--- config.mk ---
export PLATFORM = sky130hd
export DESIGN_NAME = tpu_input_feeder_flat
export DESIGN_NICKNAME = d
export VERILOG_FILES = /design/src/rtl/tpu_pkg.sv /design/src/rtl/tpu_input_feeder_if.sv /design/src/rtl/skew_delay_line.sv /design/src/rtl/tpu_input_feeder.sv /design/src/flat_wrapper.sv
export SDC_FILE = /design/constraint.sdc
export NUM_CORES = 1
export LEC_CHECK = 0
export BUFFER_PORTS_ARGS = -buffer_cell sky130_fd_sc_hd__buf_4
export CORE_UTILIZATION = 35
export DETAILED_ROUTE_END_ITERATION = 10
export HOLD_SLACK_MARGIN = 0.06
export PLACE_DENSITY_LB_ADDON = 0.12
export SETUP_SLACK_MARGIN = 0.02
export SYNTH_ARGS = -nofsm -noshare
export SYNTH_HDL_FRONTEND = slang
export SYNTH_HIERARCHICAL = 1
export SYNTH_SLANG_ARGS = --single-unit
--- constraint.sdc ---
create_clock -name clk -period 1.9 [get_ports clk]
set_clock_uncertainty 0.1 [all_clocks]
set_input_delay 0.57 -clock clk [delete_from_list [all_inputs] [get_ports clk]]
set_output_delay 0.57 -clock clk [all_outputs]
set_load 0.02 [all_outputs]
--- src/rtl/tpu_pkg.sv ---
// -----------------------------------------------------------------------------
// tpu_pkg
// Shared definitions for the tpuv1 input path: default array geometry, the SRAM
// address of weight row 0 (also used by the SRAM loader and tpuv1 top), and the
// input feeder FSM state type.
// Ports: none (package).
// -----------------------------------------------------------------------------
package tpu_pkg;

    localparam int DEFAULT_DATA_W     = 16;
    localparam int DEFAULT_ARRAY_SIZE = 2;
    localparam int DEFAULT_ADDR_W     = 10;

    // Weight rows live at WEIGHT_BASE..WEIGHT_BASE+ARRAY_SIZE-1; activations at 0.
    localparam int WEIGHT_BASE = 16;

    typedef enum logic [2:0] {
        IDLE,
        LOAD_W,
        FEED,
        DRAIN,
        DONE
    } feeder_state_t;

endpackage

--- src/rtl/tpu_input_feeder_if.sv ---
// -----------------------------------------------------------------------------
// tpu_input_feeder_if
// Bundles the feeder's control, SRAM read port and systolic-array feed signals.
//   master : the feeder (drives SRAM read strobe/address, weight and feed lanes,
//            busy/done; receives start, data_size and SRAM read data)
//   slave  : the environment (controller, SRAM, PE grid)
// Optional macro TPU_FEEDER_PERF_CNT_EN adds perf_cycles[31:0] (master output).
// -----------------------------------------------------------------------------
interface tpu_input_feeder_if
    import tpu_pkg::*;
#(
    parameter int DATA_W     = DEFAULT_DATA_W,
    parameter int ARRAY_SIZE = DEFAULT_ARRAY_SIZE,
    parameter int ADDR_W     = DEFAULT_ADDR_W
);
    localparam int ROW_W = (ARRAY_SIZE > 1) ? $clog2(ARRAY_SIZE) : 1;

    logic                         tpu_start;
    logic [ADDR_W-1:0]            data_size;
    logic                         sram_rd_en;
    logic [ADDR_W-1:0]            sram_addr;
    logic [ARRAY_SIZE*DATA_W-1:0] sram_rd_data;
    logic                         weight_load;
    logic [ROW_W-1:0]             weight_row;
    logic [ARRAY_SIZE*DATA_W-1:0] weight_data;
    logic [ARRAY_SIZE-1:0]        feed_valid;
    logic [ARRAY_SIZE*DATA_W-1:0] feed_data;
    logic                         busy;
    logic                         done;
`ifdef TPU_FEEDER_PERF_CNT_EN
    logic [31:0]                  perf_cycles;
`endif

    modport master (
        input  tpu_start, data_size, sram_rd_data,
        output sram_rd_en, sram_addr, weight_load, weight_row, weight_data,
               feed_valid, feed_data, busy, done
`ifdef TPU_FEEDER_PERF_CNT_EN
        , output perf_cycles
`endif
    );

    modport slave (
        output tpu_start, data_size, sram_rd_data,
        input  sram_rd_en, sram_addr, weight_load, weight_row, weight_data,
               feed_valid, feed_data, busy, done
`ifdef TPU_FEEDER_PERF_CNT_EN
        , input perf_cycles
`endif
    );

endinterface

--- src/rtl/skew_delay_line.sv ---
// -----------------------------------------------------------------------------
// skew_delay_line
// Delays one activation lane by DEPTH cycles, carrying a valid bit alongside.
// DEPTH=0 degenerates to a wire. Invalid samples are forced to zero so the lane
// output is zero whenever it carries no data.
// Ports: clk, reset (sync, active-high), in_valid/in_data, out_valid/out_data.
// -----------------------------------------------------------------------------
module skew_delay_line #(
    parameter int DATA_W = 16,
    parameter int DEPTH  = 1
) (
    input  logic              clk,
    input  logic              reset,
    input  logic              in_valid,
    input  logic [DATA_W-1:0] in_data,
    output logic              out_valid,
    output logic [DATA_W-1:0] out_data
);
    logic [DATA_W-1:0] in_gated;
    assign in_gated = in_valid ? in_data : '0;

    if (DEPTH == 0) begin : g_wire
        logic unused_clk_rst;
        assign unused_clk_rst = clk ^ reset;
        assign out_valid      = in_valid;
        assign out_data       = in_gated;
    end else begin : g_shift
        logic [DEPTH-1:0]  valid_q;
        logic [DATA_W-1:0] data_q [DEPTH];

        always_ff @(posedge clk) begin
            if (reset) begin
                valid_q <= '0;
                // NOTE: the data stages are cleared as well as the valid bits, so a
                // lane never presents a stale value after reset even if valid is ignored.
                for (int i = 0; i < DEPTH; i++) data_q[i] <= '0;
            end else begin
                valid_q[0] <= in_valid;
                data_q[0]  <= in_gated;
                for (int i = 1; i < DEPTH; i++) begin
                    valid_q[i] <= valid_q[i-1];
                    data_q[i]  <= data_q[i-1];
                end
            end
        end

        assign out_valid = valid_q[DEPTH-1];
        assign out_data  = data_q[DEPTH-1];
    end

endmodule

--- src/rtl/tpu_input_feeder.sv ---
// -----------------------------------------------------------------------------
// tpu_input_feeder
// On tpu_start, reads ARRAY_SIZE weight rows (from WEIGHT_BASE) and then
// data_size activation rows (from 0) out of the shared SRAM. Weight rows are
// presented unskewed as load pulses; activation rows are presented as a
// diagonal wavefront where lane k lags lane 0 by k cycles.
// Ports: clk, reset (sync, active-high), bus (tpu_input_feeder_if.master):
//   tpu_start/data_size in, sram_rd_en/sram_addr out, sram_rd_data in (1-cycle
//   latency), weight_load/weight_row/weight_data out, feed_valid/feed_data out,
//   busy/done out.
// Optional macro TPU_FEEDER_PERF_CNT_EN adds perf_cycles: busy cycles of the
// last run, cleared on start acceptance and reset, frozen at done.
// -----------------------------------------------------------------------------
module tpu_input_feeder
    import tpu_pkg::*;
#(
    parameter int DATA_W      = DEFAULT_DATA_W,
    parameter int ARRAY_SIZE  = DEFAULT_ARRAY_SIZE,
    parameter int ADDR_W      = DEFAULT_ADDR_W,
    parameter int WEIGHT_BASE = tpu_pkg::WEIGHT_BASE
) (
    input logic                clk,
    input logic                reset,
    tpu_input_feeder_if.master bus
);
    // One extra bit so data_size = 2^ADDR_W-1 is counted without wrapping.
    localparam int CNT_W = ADDR_W + 1;
    localparam int ROW_W = (ARRAY_SIZE > 1) ? $clog2(ARRAY_SIZE) : 1;
    localparam logic [CNT_W-1:0] LAST_LANE = CNT_W'(ARRAY_SIZE - 1);

    feeder_state_t     state_q, state_d;
    logic [CNT_W-1:0]  cnt_q;
    logic [ADDR_W-1:0] size_q;
    logic              cnt_last;
    logic              start_ok;
    logic              busy;

    // Tags for the read returning this cycle (SRAM latency is one cycle).
    logic              ret_weight_q;
    logic              ret_feed_q;
    logic [ROW_W-1:0]  ret_row_q;

    assign start_ok = (state_q == IDLE) && bus.tpu_start;

    // ---------------- state register ----------------
    always_ff @(posedge clk) begin
        // NOTE: all clocked state uses non-blocking assignments so every register
        // samples pre-edge values, independent of block ordering.
        if (reset) state_q <= IDLE;
        else       state_q <= state_d;
    end

    // ---------------- next-state logic ----------------
    always_comb begin
        // NOTE: defaults first so every path assigns every output; no latches.
        state_d  = state_q;
        cnt_last = 1'b0;
        unique case (state_q)
            IDLE:   if (bus.tpu_start) state_d = LOAD_W;
            LOAD_W: begin
                cnt_last = (cnt_q == LAST_LANE);
                if (cnt_last) state_d = (size_q == '0) ? DRAIN : FEED;
            end
            FEED: begin
                cnt_last = (cnt_q + CNT_W'(1) == {1'b0, size_q});
                if (cnt_last) state_d = DRAIN;
            end
            // ARRAY_SIZE cycles: one for the final read return, ARRAY_SIZE-1
            // for the deepest skew lane to empty.
            DRAIN: begin
                cnt_last = (cnt_q == LAST_LANE);
                if (cnt_last) state_d = DONE;
            end
            DONE:    state_d = IDLE;
            default: state_d = IDLE;
        endcase
    end

    // ---------------- output logic ----------------
    always_comb begin
        bus.sram_rd_en = 1'b0;
        bus.sram_addr  = '0;
        busy           = 1'b0;
        bus.done       = 1'b0;
        unique case (state_q)
            LOAD_W: begin
                bus.sram_rd_en = 1'b1;
                bus.sram_addr  = ADDR_W'(WEIGHT_BASE) + ADDR_W'(cnt_q);
                busy           = 1'b1;
            end
            FEED: begin
                bus.sram_rd_en = 1'b1;
                bus.sram_addr  = ADDR_W'(cnt_q);
                busy           = 1'b1;
            end
            DRAIN:   busy     = 1'b1;
            DONE:    bus.done = 1'b1;
            default: ;
        endcase
    end

    assign bus.busy = busy;

    // ---------------- counters and read-return tags ----------------
    always_ff @(posedge clk) begin
        if (reset) begin
            cnt_q        <= '0;
            size_q       <= '0;
            ret_weight_q <= 1'b0;
            ret_feed_q   <= 1'b0;
            ret_row_q    <= '0;
        end else begin
            if (state_d != state_q)  cnt_q <= '0;
            else if (state_q != IDLE) cnt_q <= cnt_q + CNT_W'(1);

            if (start_ok) size_q <= bus.data_size;

            ret_weight_q <= (state_q == LOAD_W);
            ret_feed_q   <= (state_q == FEED);
            ret_row_q    <= (state_q == LOAD_W) ? ROW_W'(cnt_q) : '0;
        end
    end

    assign bus.weight_load = ret_weight_q;
    assign bus.weight_row  = ret_row_q;
    assign bus.weight_data = ret_weight_q ? bus.sram_rd_data : '0;

    // ---------------- skewed activation lanes ----------------
    logic [ARRAY_SIZE-1:0]        lane_valid;
    logic [ARRAY_SIZE*DATA_W-1:0] lane_data;

    for (genvar k = 0; k < ARRAY_SIZE; k++) begin : g_lane
        skew_delay_line #(
            .DATA_W (DATA_W),
            .DEPTH  (k)
        ) u_skew (
            .clk       (clk),
            .reset     (reset),
            .in_valid  (ret_feed_q),
            .in_data   (bus.sram_rd_data[k*DATA_W +: DATA_W]),
            .out_valid (lane_valid[k]),
            .out_data  (lane_data[k*DATA_W +: DATA_W])
        );
    end

    assign bus.feed_valid = lane_valid;
    assign bus.feed_data  = lane_data;

`ifdef TPU_FEEDER_PERF_CNT_EN
    logic [31:0] perf_q;

    // busy is low in DONE and IDLE, so the count freezes at done by itself.
    always_ff @(posedge clk) begin
        if (reset)         perf_q <= '0;
        else if (start_ok) perf_q <= '0;
        else if (busy)     perf_q <= perf_q + 32'd1;
    end

    assign bus.perf_cycles = perf_q;
`endif

endmodule

--- src/flat_wrapper.sv ---
// flat-port wrapper written by rule: the top's interface ports become plain ports
module tpu_input_feeder_flat import tpu_pkg::*;
#(
    parameter int DATA_W      = DEFAULT_DATA_W,
    parameter int ARRAY_SIZE  = DEFAULT_ARRAY_SIZE,
    parameter int ADDR_W      = DEFAULT_ADDR_W,
    parameter int WEIGHT_BASE = tpu_pkg::WEIGHT_BASE
)
  (clk, reset, bus_tpu_start, bus_data_size, bus_sram_rd_data, bus_sram_rd_en, bus_sram_addr, bus_weight_load, bus_weight_row, bus_weight_data, bus_feed_valid, bus_feed_data, bus_busy, bus_done);
  tpu_input_feeder_if #(.DATA_W(DATA_W), .ARRAY_SIZE(ARRAY_SIZE), .ADDR_W(ADDR_W)) bus_i ();
  input logic clk;
  input logic reset;
  input wire logic [$bits(bus_i.tpu_start)-1:0] bus_tpu_start;
  input wire logic [$bits(bus_i.data_size)-1:0] bus_data_size;
  input wire logic [$bits(bus_i.sram_rd_data)-1:0] bus_sram_rd_data;
  output wire logic [$bits(bus_i.sram_rd_en)-1:0] bus_sram_rd_en;
  output wire logic [$bits(bus_i.sram_addr)-1:0] bus_sram_addr;
  output wire logic [$bits(bus_i.weight_load)-1:0] bus_weight_load;
  output wire logic [$bits(bus_i.weight_row)-1:0] bus_weight_row;
  output wire logic [$bits(bus_i.weight_data)-1:0] bus_weight_data;
  output wire logic [$bits(bus_i.feed_valid)-1:0] bus_feed_valid;
  output wire logic [$bits(bus_i.feed_data)-1:0] bus_feed_data;
  output wire logic [$bits(bus_i.busy)-1:0] bus_busy;
  output wire logic [$bits(bus_i.done)-1:0] bus_done;
  assign bus_i.tpu_start = bus_tpu_start;
  assign bus_i.data_size = bus_data_size;
  assign bus_i.sram_rd_data = bus_sram_rd_data;
  assign bus_sram_rd_en = bus_i.sram_rd_en;
  assign bus_sram_addr = bus_i.sram_addr;
  assign bus_weight_load = bus_i.weight_load;
  assign bus_weight_row = bus_i.weight_row;
  assign bus_weight_data = bus_i.weight_data;
  assign bus_feed_valid = bus_i.feed_valid;
  assign bus_feed_data = bus_i.feed_data;
  assign bus_busy = bus_i.busy;
  assign bus_done = bus_i.done;
  tpu_input_feeder #(.DATA_W(DATA_W), .ARRAY_SIZE(ARRAY_SIZE), .ADDR_W(ADDR_W), .WEIGHT_BASE(WEIGHT_BASE)) u_core (.clk(clk), .reset(reset), .bus(bus_i));
endmodule
==> impl_metrics.json, run 1 <==
{
  "ir_drop_mv": 0.318,
  "async_flop_share_pct": 0,
  "postCtsHoldBufs": 0,
  "gr-usage-met3_pct": 5.47,
  "clk_latency_ns": 0.31,
  "cts.clk_slew.worst_paths_ns": 0.10,
  "yosysSeqAreaShare_pct": 34.3,
  "synth.avg_cell_area_um2": 8.08,
  "finalHoldWorstSlack_ns": 0.403,
  "period_share_pct": 111,
  "dr.pass1.iters": 5,
  "ioPinCount": 126,
  "hold_viol_final": 0,
  "whs_path_depth": 2,
  "power_mw": 2.19,
  "fill_cells": 632,
  "cts_root_buf": "clkbuf_8",
  "r2r-start": "u_core/cnt_q[1]",
  "grt.met2_usage_pct": 40.1,
  "slowest_stage": "dfxtp_4",
  "ant_nets": 0,
  "rsz0062_at_grt": "yes",
  "numPortBuffers": 125,
  "r2r_end": "u_core/state_q[0]",
  "ys_top_cells_by_area": "dfxtp_1 34%, and2_1 10%, a21oi_1 5.8%",
  "r2r_slack_ns": -0.08,
  "vias": 2725,
  "cts_made_buffers": 5,
  "grt.busiest_layer": "met2",
  "violations": "setup timing",
  "place_hpwl_um": 6230,
  "cts_buffer_depth": 2,
  "p_leak_nw": 2.00,
  "power_density_nw_per_um2": 512,
  "grt_pass1_vias": 2551,
  "viasPerCell": 4.78,
  "crit_required_ns": 1.23,
  "area_growth_pct": 66.2,
  "track_usage_pct": 21.1,
  "final_core_util_pct": 61.5,
  "htreeDepth": 2,
  "cts_sinks": 44,
  "slew_headroom_pct": 72.0,
  "hold_path.class": "register to register",
  "hold_end": "u_core/size_q[3]",
  "outcome": "finished with violations",
  "route.detailed.drc": 0,
  "synth_top_area_cell": "dfxtp_1",
  "worstHoldStart": "u_core/size_q[3]",
  "gp_congestion": 0.867,
  "synth_edf_count": 0,
  "drive_above_1_share_pct": 53.0,
  "synth_top_cell_area_share_pct": 34.3,
  "cp-end-kind": "output port",
  "dieArea_um2": 7690,
  "drtIter0Drc": 75,
  "crit_arrival_ns": 1.44,
  "antenna_found_initial": 0,
  "finalCriticalPeriod_ns": 2.11,
  "worst_path_largest_cell_delay_ns": 0.39,
  "syn_inst": 318,
  "cp_top_family": "flip-flops",
  "synth_seq_cells": 44,
  "grt_max_degree": 35,
  "drv_slew": 0,
  "yosys_warnings": 6,
  "crit_buf_inv": 1,
  "die_h_um": 87.7,
  "grt_pass1_wl_um": 12500,
  "fin_nets": 522,
  "syn_nets": 367,
  "ys.flop_type": "dfxtp_1",
  "pre_cts_slack_ns": -0.0800,
  "finalWirelength_um": 8190,
  "crit_chain": "nand2b_4, a21oi_4, and2_4, buf_6",
  "yosysUniqueCellTypes": 45,
  "reg2reg_depth": 8,
  "grt_overflow_total": 0,
  "diodes": 0,
  "syn-cell-area_um2": 2570,
  "max_cap_violations": 0,
  "initial_utilization_pct": 37.0,
  "placeableCoreArea_um2": 6940,
  "setup_violations": 22,
  "setup_slack_ns": -0.212,
  "criticalPathCategory": "register to output port",
  "crit_path_start_kind": "register",
  "globalRouteMet1Util_pct": 23.4,
  "fin_tns_setup_ns": -2.69,
  "core.rowCount": 30,
  "crit_start": "u_core/state_q[1]",
  "die-width_um": 87.7,
  "fmax_mhz": 473,
  "cp_max_fo": 7,
  "worstMarginPinSlew_ns": 0.418,
  "cts_tree": "built",
  "wl_per_cell_um": 14.4
}
[cell families after synthesis]
| kind of cell | after synthesis | synth area share, % |
|---|---|---|
| DFF | 44 | 34.3 |
| and+or+nand+nor | 174 | 39.7 |
| AOI/OAI and AO/OA | 48 | 10.9 |
| adders and majority gates | 4 | 1.95 |
| xor gates and xnor gates | 20 | 6.82 |
| buffers and inverters | 28 | 6.33 |
[cells in the final DEF (no fill, tap or decap), types with 3 or more instances in the layout]
cell / Yosys / final
nor3_1: 11 / 10
a21oi_2: 0 / 9
clkbuf_8: 0 / 5
a21oi_1: 30 / 20
and3b_1: 16 / 16
ha_4: 0 / 4
inv_1: 4 / 3
and3_2: 1 / 3
xor2_1: 6 / 6
dfxtp_2: 0 / 5
nand2_1: 39 / 39
and2_1: 42 / 38
and2_2: 13 / 12
buf_6: 5 / 17
o21ai_2: 0 / 3
o21ai_0: 6 / 3
nand2b_4: 0 / 4
nor4_1: 6 / 5
nand3_1: 7 / 6
and2_4: 0 / 5
nand4_1: 4 / 4
xnor2_1: 14 / 13
buf_4: 2 / 154
dfxtp_4: 0 / 5
nor2_1: 11 / 7
dfxtp_1: 44 / 34
[cell usage after synthesis (2+ instances only)]
library cell / instances
and2_2: 13
nor4_1: 6
ha_1: 4
clkbuf_1: 7
a21oi_1: 30
nor2_1: 11
inv_1: 4
nand2b_1: 5
xnor2_1: 14
and3b_1: 16
or3_1: 2
o21ai_0: 6
nand2_1: 39
xor2_1: 6
buf_4: 2
nand4_1: 4
dfxtp_1: 44
nand3_1: 7
and2_1: 42
and3_1: 5
buf_2: 9
a31oi_1: 2
nor2b_1: 3
nor3_1: 11
buf_6: 5
nand4b_1: 2
[worst max path at each step]
| stage | to | slack, ns | depth (start not counted) |
|---|---|---|---|
| global route | bus_sram_addr[8] | -0.27 | 6 |
| finish | bus_sram_addr[0] | -0.21 | 4 |
| detailed placement | u_core/cnt_q[3] | -0.08 | 7 |
| floorplan | bus_sram_addr[1] | 0.03 | 4 |
| global placement | u_core/cnt_q[5] | -0.03 | 7 |
| CTS | bus_sram_addr[8] | -0.20 | 6 |
[where the power goes]
| part | switching [mW] | leakage (nW) | internal [mW] |
|---|---|---|---|
| sequential | 0.0366 | 0.363 | 0.948 |
| clock | 0.356 | 0.0452 | 0.268 |
| combinational | 0.285 | 1.59 | 0.293 |
[worst register-to-register path: cells and delay by family (launching register included)]
kind | cells | cell delay [ns]
AND/OR/NAND/NOR | 1 | 0.14
flip-flops | 1 | 0.34
AO/OA/AOI/OAI | 4 | 0.87
buffers and inverters | 2 | 0.29
adder cells (fa/ha/maj) | 1 | 0.18
[sequential cells by signal (all words and copies together) (netlist names)]
register,cells
u_core/size_q,10
u_core/bus.weight_load,1
u_core/g_lane.u_skew/out_valid,1
u_core/bus.weight_row,1
u_core/cnt_q,11
u_core/state_q,3
u_core/ret_feed_q,1
u_core/g_lane.u_skew/g_shift.data_q,16
[stage by stage]
| step | instance area, um^2 | cells |
|---|---|---|
| CTS | 4120 | 568 |
| finish | 4270 | 570 |
| global placement | 3830 | 556 |
| detailed placement | 3830 | 556 |
| global route | 4270 | 570 |
| floorplan | 2600 | 318 |
[per-layer routing]
layer | share of wire, % | up-vias
met3 | 7.5 | 9
met1 | 41 | 1239
met2 | 51 | 90
li1 | - | 1387
met5 | 0 | -
met4 | 1.2 | 0
[area by class of cell]
class / count / area, um^2 / area share (%)
tap: 96 / 120 / 2.81
clock buffer: 5 / 68.8 / 1.61
timing repair buffer: 172 / 1370 / 32.0
multi-input combinational: 246 / 1770 / 41.4
inverter: 4 / 15.0 / 0.352
sequential: 44 / 906 / 21.2
clock inverter: 3 / 25.0 / 0.586
[timing repair]
action                                  4_1_cts  5_1_grt
buffers inserted                              4        2
pin swaps                                    13       11
resized for setup                            45       33
endpoints found under the setup margin       28       23
Note: power is estimated with default switching activity, not from simulation.
==> run 2: changes to the inputs <==
CORE_UTILIZATION = 42   (was 35)
==> impl_metrics.json, run 2 (synthesis results as in run 1) <==
{
  "cts_made_buffers": 5,
  "hold_path.class": "register to register",
  "period_share_pct": 110,
  "grt.met2_usage_pct": 46.9,
  "fin_nets": 528,
  "cts_buffer_depth": 2,
  "grt_max_degree": 34,
  "register_area_um2": 911,
  "finalCriticalPeriod_ns": 2.10,
  "track_usage_pct": 25.3,
  "htreeDepth": 2,
  "grt_pass1_wl_um": 12400,
  "cts_tree": "built",
  "dieArea_um2": 6440,
  "cts_sinks": 44,
  "grt_pass1_vias": 2500,
  "ioPinCount": 126,
  "route.detailed.drc": 0,
  "gp_congestion": 0.943,
  "grt.busiest_layer": "met2",
  "ir_drop_mv": 0.379,
  "violations": "setup timing",
  "power_density_nw_per_um2": 505,
  "final_cells": 554,
  "cp-end-kind": "output port",
  "hold_viol_final": 0,
  "ant_nets": 0,
  "diodes": 0,
  "max_cap_violations": 0,
  "slew_headroom_pct": 71.7,
  "placeableCoreArea_um2": 5920,
  "antenna_found_initial": 0,
  "setup_violations": 23,
  "drtIter0Drc": 81,
  "setup_slack_ns": -0.198,
  "clk_latency_ns": 0.30,
  "crit_required_ns": 1.23,
  "rsz0062_at_grt": "yes",
  "viasPerCell": 5.03,
  "crit_path_start_kind": "register",
  "reg_top3": "u_core/g_lane.u_skew/g_shift.data_q: 16 flops, u_core/cnt_q: 11 flops, u_core/size_q: 10 flops",
  "multi_input_area_um2": 1720,
  "drv_slew": 0,
  "cp_max_fo": 7,
  "drive_above_1_share_pct": 52.2,
  "largest_reg_flops": 16,
  "fmax_mhz": 477,
  "finalWirelength_um": 8220,
  "p_leak_nw": 2.01,
  "cts.clk_slew.worst_paths_ns": 0.09,
  "wl_per_cell_um": 14.8,
  "fill_cells": 495,
  "postCtsHoldBufs": 0,
  "grt_overflow_total": 0,
  "place_hpwl_um": 6240,
  "vias": 2788,
  "core.rowCount": 28,
  "cts_root_buf": "clkbuf_8",
  "largest-register": "u_core/g_lane.u_skew/g_shift.data_q",
  "initial_utilization_pct": 43.4,
  "outcome": "finished with violations",
  "criticalPathCategory": "register to output port",
  "gr-usage-met3_pct": 5.68,
  "worstMarginPinSlew_ns": 0.425,
  "mostFrequentLayoutCells": "163 x buf_4, 37 x nand2_1, 37 x and2_1",
  "dr.pass1.iters": 4,
  "area_growth_pct": 64.2,
  "crit_arrival_ns": 1.43,
  "globalRouteMet1Util_pct": 27.2,
  "pre_cts_slack_ns": -0.0676,
  "fin_tns_setup_ns": -2.49,
  "power_mw": 2.13,
  "final_common_cell": "buf_4",
  "finalHoldWorstSlack_ns": 0.396,
  "die-width_um": 80.2,
  "die_h_um": 80.2,
  "numPortBuffers": 125,
  "dp.cells": 535
}
-- run 2: cell types whose count changed in the layout (fill, tap and decap cells not counted), moves of 4 or more --
cell | previous run | this run
a21oi_1 | 20 | 24
a21oi_2 | 9 | 5
buf_4 | 154 | 163
buf_6 | 17 | 13
-- run 2: report_power, final --
| part | total, mW | internal, mW | switching [mW] |
|---|---|---|---|
| registers | 0.980 | 0.945 | 0.0353 |
| logic | 0.577 | 0.294 | 0.284 |
| clock network | 0.574 | 0.249 | 0.325 |
-- run 2: final timing paths --
| check | start | slack, ns | cells past startpoint | to |
|---|---|---|---|---|
| hold / removal | u_core/size_q[3] | 0.40 | 2 | u_core/size_q[3] |
| hold reg to reg | u_core/size_q[3] | 0.40 | 2 | u_core/size_q[3] |
| setup reg to reg | u_core/cnt_q[1] | -0.10 | 9 | u_core/state_q[0] |
| setup / recovery | u_core/state_q[1] | -0.20 | 4 | bus_sram_addr[0] |
-- run 2: timing repair --
item | 4_1_cts | 5_1_grt
pin swaps | 14 | 10
endpoints found under the setup margin | 42 | 24
gates resized for setup | 54 | 17
buffers inserted | 6 | 6
-- run 2: metal layers --
metal  vias to the layer above  share of wire (%)
li1                       1397                  -
met1                      1294                 39
met2                        85                 51
met3                        12                7.3
met4                         0                2.4
met5                         -                  0
-- run 2: layout make-up --
cell class | instances | area share [%]
clock buffers | 5 | 1.63
clock inverters | 2 | 0.296
inverters | 4 | 0.356
multi-input cells | 246 | 40.7
flip-flops and latches | 44 | 21.6
well taps | 75 | 2.22
repair buffers | 178 | 33.2
-- run 2: critical path, stage by stage (launching register included) --
cell	delay (ns)
dfxtp_4	0.39
nand2b_4	0.21
a21oi_4	0.23
and2_2	0.17
buf_4	0.13
-- run 2: metrics by stage --
stage / util [%] / instance area, um^2
floorplan: - / 2600
global placement: 64.1 / 3790
detailed placement: 64.1 / 3790
CTS: 69.5 / 4110
global route: 71.3 / 4220
finish: 71.3 / 4220
